==> src/rtl/fp16_mul_arbiter_if.sv <==
// fp16_mul_arbiter_if: request, response and multiplier-core signals of the
// shared FP16 multiplier arbiter. The arbiter connects through the slave
// modport. The requesters and the multiplier core connect through master.
interface fp16_mul_arbiter_if;
  logic        req0_valid;
  logic [15:0] req0_a;
  logic [15:0] req0_b;
  logic        req0_ready;
  logic        req1_valid;
  logic [15:0] req1_a;
  logic [15:0] req1_b;
  logic        req1_ready;
  logic        resp0_valid;
  logic        resp0_ready;
  logic        resp1_valid;
  logic        resp1_ready;
  logic [15:0] resp_p;
  logic        mul_start;
  logic [15:0] mul_a;
  logic [15:0] mul_b;
  logic        mul_done;
  logic [15:0] mul_p;
  logic        busy;
  logic        grant_id;
  logic        err;

  modport slave (
    input  req0_valid, req0_a, req0_b, req1_valid, req1_a, req1_b,
           resp0_ready, resp1_ready, mul_done, mul_p,
    output req0_ready, req1_ready, resp0_valid, resp1_valid, resp_p,
           mul_start, mul_a, mul_b, busy, grant_id, err
  );

  modport master (
    output req0_valid, req0_a, req0_b, req1_valid, req1_a, req1_b,
           resp0_ready, resp1_ready, mul_done, mul_p,
    input  req0_ready, req1_ready, resp0_valid, resp1_valid, resp_p,
           mul_start, mul_a, mul_b, busy, grant_id, err
  );
endinterface

==> src/rtl/fp16_mul_arbiter.sv <==
// fp16_mul_arbiter: shares one multi-cycle FP16 multiplier between two
// requesters. Ties are broken round-robin. Operands and the product pass
// through bit-exact.
// Optional: define FP_ARB_WATCHDOG_EN to abort a WAIT after TIMEOUT cycles.
// On an abort the product is a qNaN (16'h7E00) and err is set. err stays set
// until the next reset.
module fp16_mul_arbiter #(
  parameter int TIMEOUT = 64,
  parameter int TW      = 7
) (
  input  logic              clk,
  input  logic              rst,
  fp16_mul_arbiter_if.slave bus
);

  if ((2 ** TW) <= TIMEOUT) begin : g_tw_check
    $error("fp16_mul_arbiter: TW too narrow for TIMEOUT");
  end

  typedef enum logic [1:0] {S_IDLE, S_ISSUE, S_WAIT, S_RESP} state_t;

  state_t      state;
  logic        last_grant;
  logic        grant_id;
  logic        busy;
  logic        mul_start;
  logic        resp0_valid;
  logic        resp1_valid;
  logic [15:0] mul_a;
  logic [15:0] mul_b;
  logic [15:0] resp_p;
  logic        idle;
  logic        pick;
  logic        accept;
  logic        resp_xfer;
  logic        wd_fire;
  logic        err;

  assign idle      = (state == S_IDLE);
  assign pick      = (bus.req0_valid && bus.req1_valid) ? ~last_grant : bus.req1_valid;
  assign accept    = bus.req0_ready || bus.req1_ready;
  assign resp_xfer = grant_id ? bus.resp1_ready : bus.resp0_ready;

  assign bus.req0_ready  = idle && bus.req0_valid && !pick;
  assign bus.req1_ready  = idle && bus.req1_valid && pick;
  assign bus.resp0_valid = resp0_valid;
  assign bus.resp1_valid = resp1_valid;
  assign bus.resp_p      = resp_p;
  assign bus.mul_start   = mul_start;
  assign bus.mul_a       = mul_a;
  assign bus.mul_b       = mul_b;
  assign bus.busy        = busy;
  assign bus.grant_id    = grant_id;
  assign bus.err         = err;

`ifdef FP_ARB_WATCHDOG_EN
  logic [TW-1:0] wd_cnt;

  assign wd_fire = (wd_cnt == TW'(TIMEOUT - 1));

  // Watchdog: count WAIT cycles from zero and latch a sticky error on expiry.
  always_ff @(posedge clk or negedge rst) begin
    if (!rst) begin
      wd_cnt <= '0;
      err    <= 1'b0;
    end else begin
      if (state == S_WAIT) wd_cnt <= wd_cnt + TW'(1);
      else                 wd_cnt <= '0;
      if (state == S_WAIT && !bus.mul_done && wd_fire) err <= 1'b1;
    end
  end
`else
  assign wd_fire = 1'b0;
  assign err     = 1'b0;
`endif

  // Sequencer: arbitrate in IDLE, pulse start, wait for the core, then hold the product.
  always_ff @(posedge clk or negedge rst) begin
    if (!rst) begin
      state       <= S_IDLE;
      last_grant  <= 1'b1;
      grant_id    <= 1'b0;
      busy        <= 1'b0;
      mul_start   <= 1'b0;
      resp0_valid <= 1'b0;
      resp1_valid <= 1'b0;
      mul_a       <= 16'h0000;
      mul_b       <= 16'h0000;
      resp_p      <= 16'h0000;
    end else begin
      unique case (state)
        S_IDLE: begin
          if (accept) begin
            mul_a     <= pick ? bus.req1_a : bus.req0_a;
            mul_b     <= pick ? bus.req1_b : bus.req0_b;
            grant_id  <= pick;
            busy      <= 1'b1;
            mul_start <= 1'b1;
            state     <= S_ISSUE;
          end
        end
        S_ISSUE: begin
          mul_start <= 1'b0;
          state     <= S_WAIT;
        end
        S_WAIT: begin
          if (bus.mul_done) begin
            resp_p      <= bus.mul_p;
            resp0_valid <= ~grant_id;
            resp1_valid <= grant_id;
            state       <= S_RESP;
          end else if (wd_fire) begin
            resp_p      <= 16'h7E00;
            resp0_valid <= ~grant_id;
            resp1_valid <= grant_id;
            state       <= S_RESP;
          end
        end
        S_RESP: begin
          if (resp_xfer) begin
            resp0_valid <= 1'b0;
            resp1_valid <= 1'b0;
            last_grant  <= grant_id;
            busy        <= 1'b0;
            state       <= S_IDLE;
          end
        end
        default: state <= S_IDLE;
      endcase
    end
  end

endmodule

==> src/flat_wrapper.sv <==
// flat-port wrapper written by rule: the top's interface ports become plain ports
module fp16_mul_arbiter_flat 
#(
  parameter int TIMEOUT = 64,
  parameter int TW      = 7
)
  (clk, rst, bus_req0_valid, bus_req0_a, bus_req0_b, bus_req1_valid, bus_req1_a, bus_req1_b, bus_resp0_ready, bus_resp1_ready, bus_mul_done, bus_mul_p, bus_req0_ready, bus_req1_ready, bus_resp0_valid, bus_resp1_valid, bus_resp_p, bus_mul_start, bus_mul_a, bus_mul_b, bus_busy, bus_grant_id, bus_err);
  fp16_mul_arbiter_if bus_i ();
  input  logic clk;
  input  logic rst;
  input wire logic [$bits(bus_i.req0_valid)-1:0] bus_req0_valid;
  input wire logic [$bits(bus_i.req0_a)-1:0] bus_req0_a;
  input wire logic [$bits(bus_i.req0_b)-1:0] bus_req0_b;
  input wire logic [$bits(bus_i.req1_valid)-1:0] bus_req1_valid;
  input wire logic [$bits(bus_i.req1_a)-1:0] bus_req1_a;
  input wire logic [$bits(bus_i.req1_b)-1:0] bus_req1_b;
  input wire logic [$bits(bus_i.resp0_ready)-1:0] bus_resp0_ready;
  input wire logic [$bits(bus_i.resp1_ready)-1:0] bus_resp1_ready;
  input wire logic [$bits(bus_i.mul_done)-1:0] bus_mul_done;
  input wire logic [$bits(bus_i.mul_p)-1:0] bus_mul_p;
  output wire logic [$bits(bus_i.req0_ready)-1:0] bus_req0_ready;
  output wire logic [$bits(bus_i.req1_ready)-1:0] bus_req1_ready;
  output wire logic [$bits(bus_i.resp0_valid)-1:0] bus_resp0_valid;
  output wire logic [$bits(bus_i.resp1_valid)-1:0] bus_resp1_valid;
  output wire logic [$bits(bus_i.resp_p)-1:0] bus_resp_p;
  output wire logic [$bits(bus_i.mul_start)-1:0] bus_mul_start;
  output wire logic [$bits(bus_i.mul_a)-1:0] bus_mul_a;
  output wire logic [$bits(bus_i.mul_b)-1:0] bus_mul_b;
  output wire logic [$bits(bus_i.busy)-1:0] bus_busy;
  output wire logic [$bits(bus_i.grant_id)-1:0] bus_grant_id;
  output wire logic [$bits(bus_i.err)-1:0] bus_err;
  assign bus_i.req0_valid = bus_req0_valid;
  assign bus_i.req0_a = bus_req0_a;
  assign bus_i.req0_b = bus_req0_b;
  assign bus_i.req1_valid = bus_req1_valid;
  assign bus_i.req1_a = bus_req1_a;
  assign bus_i.req1_b = bus_req1_b;
  assign bus_i.resp0_ready = bus_resp0_ready;
  assign bus_i.resp1_ready = bus_resp1_ready;
  assign bus_i.mul_done = bus_mul_done;
  assign bus_i.mul_p = bus_mul_p;
  assign bus_req0_ready = bus_i.req0_ready;
  assign bus_req1_ready = bus_i.req1_ready;
  assign bus_resp0_valid = bus_i.resp0_valid;
  assign bus_resp1_valid = bus_i.resp1_valid;
  assign bus_resp_p = bus_i.resp_p;
  assign bus_mul_start = bus_i.mul_start;
  assign bus_mul_a = bus_i.mul_a;
  assign bus_mul_b = bus_i.mul_b;
  assign bus_busy = bus_i.busy;
  assign bus_grant_id = bus_i.grant_id;
  assign bus_err = bus_i.err;
  fp16_mul_arbiter #(.TIMEOUT(TIMEOUT), .TW(TW)) u_core (.clk(clk), .rst(rst), .bus(bus_i));
endmodule
==> config.mk <==
export PLATFORM = sky130hd
export DESIGN_NAME = fp16_mul_arbiter_flat
export DESIGN_NICKNAME = d
export VERILOG_FILES = /design/src/rtl/fp16_mul_arbiter_if.sv /design/src/rtl/fp16_mul_arbiter.sv /design/src/flat_wrapper.sv
export SDC_FILE = /design/constraint.sdc
export NUM_CORES = 1
export LEC_CHECK = 0
export BUFFER_PORTS_ARGS = -buffer_cell sky130_fd_sc_hd__buf_2
export CAP_MARGIN = 20
export CORE_MARGIN = 2
export CORE_UTILIZATION = 35
export CTS_CLUSTER_SIZE = 24
export DETAILED_ROUTE_END_ITERATION = 12
export HOLD_SLACK_MARGIN = 0.1
export PLACE_DENSITY = 0.63
export RECOVER_POWER = 25
export SYNTH_ARGS = -nofsm -noshare
export SYNTH_HDL_FRONTEND = slang
export SYNTH_SLANG_ARGS = --single-unit
export TNS_END_PERCENT = 1
==> constraint.sdc <==
create_clock -name clk -period 2.15 [get_ports clk]
set_clock_uncertainty 0.2 [all_clocks]
set_input_delay 0.215 -clock clk [delete_from_list [all_inputs] [get_ports clk]]
set_output_delay 0.215 -clock clk [all_outputs]
set_load 0.01 [all_outputs]
==> out/metrics.yaml <==
worst_setup_path:
  rr_endpoint: "u_core.state[1]"
  crit_path_top_delay_cell: "dfstp_2"
  criticalPathCategory: "register to output pin"
  critPathCaptureType: "output pin"
  critPathArrivalTime_ns: 1.61
  critPathMaxFanout: 19
  crit_family: "flip-flops"
  worst_path_largest_cell_delay_ns: 0.56
  reg2regPathDepth: 5
  r2r-start: "u_core.state[0]"
  path_buf_inv: 2
  rrSetupSlack_ns: 0.28
  path_cells: "a21bo_2 > buf_4 > and3_1 > buf_2"
  critPathLaunchType: "register"
  cp.required_ns: 1.74
route:
  first_pass_iters: 4
  drt-initial-drc-count: 44
  routed_via_density: 4.45
  routedWlPerCell_um: 13.4
  drtAntennaViolNets: 0
  vias: 2441
  wirelength_mm: 7.36
  drc_errors: 0
synthesis:
  ys_types: 29
  synthCells: 226
  synth-seq-cells: 56
  ys_seq_area_frac: 0.545
  yosys.area.top_type: "dfrtp_1"
  syn-cell-area_mm2: 0.00257
  yosysTopAreaCellShare: 0.535
  avgSynthCellArea_um2: 11.4
  yosys_warnings: 0
  synth.area.top_cells: "dfrtp_1 (53%), mux2i_1 (13%), mux2_2 (7.0%)"
  syn_nets: 318
sta:
  rsz0062_at_grt: "no"
  finalCritPeriodShare: 0.941
  tightestPinTransition_ns: 1.17
  hold_violations: 0
  setup_viol: 0
  slew_viol_final: 0
  fin_worst_hold_slack_ns: 0.122
  tns_ns: 0
  relSlewSlack: 0.219
  fin_crit_ns: 2.02
  fmax_mhz: 494
global_routing:
  antenna_found_initial: 0
  grt_pass1_wl_mm: 12.2
  grt_pass1_vias: 2628
  grt_max_degree: 36
  overflow: 0
  track_usage: 0.187
clocking:
  cts_inserted_buffers: 5
  cts_root_buffer: "clkbuf_8"
  clk-insertion-delay-late_ns: 0.30
  h-tree-depth: 2
  clkSinkCount: 56
  clkTransAtPathRegs_ns: 0.10
  max-clock-path-buffers: 2
  cts_setup_buffers: 0
  cts_tree: "yes"
floorplanning:
  core_mm2: 0.00718
  initial_core_util: 0.359
  die_h_um: 89.8
  io-pin-count: 143
  rows: 31
  die_area_mm2: 0.00806
  fp.dieW_um: 89.8
min_path:
  worstHoldPathCells: 4
  min_path_type: "primary input to register"
  min_to: "u_core.bus.resp0_valid"
  min-delay-start: "bus_mul_done"
power_and_ir_drop:
  p_leak_nw: 2.15
  power_w: 0.00453
  power-per-cell-area_mw_per_mm2: 1060
  vdd_ir_drop_max_mv: 0.421
cells_and_area:
  drive_gt1_frac: 0.343
  syn_to_final_growth_pct: 65.9
  finish.utilization: 0.595
  antennaDiodeCount: 0
  layout_common_cells: "buf_2 (119), dlygate4sd3_1 (83), dfrtp_1 (55), mux2i_1 (34), nand2_1 (33)"
  nets: 540
  final_common_cell: "buf_2"
placement:
  gp_congestion: 0.730
  hpwl_mm: 4.32
  port-buffer-count: 141
job:
  drv_cap: 0
run_status:
  status: "completed"
report_power, final:
group / internal (W) / switching [W]
sequential: 0.00157 / 0.000273
clock: 0.000264 / 0.000321
combinational: 0.00100 / 0.00110
cell type report:
type | count | area (um^2)
tap | 99 | 124
sequential | 56 | 1400
multi-input combinational | 149 | 1060
timing repair buffer | 230 | 1570
fill | 608 | 2910
inverter | 6 | 22.5
clock buffer | 8 | 90.1
through the flow:
stage / instances / area (um^2) / setup WS [ns]
2_1_floorplan: 226 / 2570 / 0.353
3_3_place_gp: 457 / 3380 / 0.337
3_5_place_dp: 457 / 3380 / 0.281
4_1_cts: 548 / 4300 / 0.0996
5_1_grt: 548 / 4270 / 0.0354
6_report: 548 / 4270 / 0.126
state kept, by name (all words and copies together), names as in the netlist:
| name | flops |
|---|---|
| u_core.bus.busy | 1 |
| u_core.bus.grant_id | 1 |
| u_core.bus.mul_a | 16 |
| u_core.bus.mul_b | 16 |
| u_core.bus.mul_start | 1 |
| u_core.bus.resp0_valid | 1 |
| u_core.bus.resp1_valid | 1 |
| u_core.bus.resp_p | 16 |
| u_core.last_grant | 1 |
| u_core.state | 2 |
logic make-up (layout without fill, tap and decap cells):
group,Yosys count,after routing,share of synthesized area
compound gates,48,48,0.105
flops,56,56,0.545
simple gates,44,44,0.0705
fa+ha+maj,5,5,0.0243
buf+inv,21,244,0.0457
mux,51,51,0.208
other cells,1,1,0.00146
worst register-to-register path, delay by kind of cell, from the launching register on:
kind                     cells  cell delay, ns
flip-flops                   1            0.40
adder cells (fa/ha/maj)      1            0.30
buffers and inverters        1            0.10
AND/OR/NAND/NOR              1            0.19
AO/OA/AOI/OAI                1            0.27
multiplexers                 1            0.32
layer usage:
metal / share of wire / wire [um] / GRT usage
met4: 0.036 / 263 / 0.0821
met5: 0 / 0 / 0
met1: 0.40 / 2980 / 0.218
met2: 0.50 / 3690 / 0.330
met3: 0.058 / 426 / 0.0444
what timing repair did:
item / in CTS / in global routing
endpoints found under the setup margin: 0 / 0
gates resized for setup: 0 / 0
hold buffers: 83 / 0
hold endpoints to repair: 69 / 0
synth_stat cells:
cell type  count
nor3b_1        1
o21a_1         3
ha_1           5
buf_2          6
mux2_4         1
nand2_1       33
a2bb2oi_1      1
nand3_1        1
nor2_1         5
conb_1         1
and3_1         1
a21bo_2        1
dfstp_2        1
nand2_2        1
mux2i_1       34
nor2b_1        1
a211oi_2       1
buf_6          3
clkbuf_2       1
a21o_2         1
nand3b_1       1
dfrtp_1       55
o21ai_0       33
clkbuf_1       3
buf_4          2
a21oi_1        6
o22ai_1        2
mux2_2        16
inv_1          6
how the worst max path moves through the flow:
stage | endpoint | cells after the start | slack, ns | startpoint
after detailed placement | u_core.state[1] | 5 | 0.28 | u_core.state[0]
after global routing | bus_req0_ready | 4 | 0.04 | u_core.last_grant
after global placement | u_core.state[1] | 5 | 0.34 | u_core.state[0]
after floorplan | u_core.state[1] | 6 | 0.35 | u_core.state[0]
after CTS | bus_req0_ready | 4 | 0.1 | u_core.last_grant
final | bus_req0_ready | 4 | 0.13 | u_core.last_grant
(Power assumes the default switching activity.)
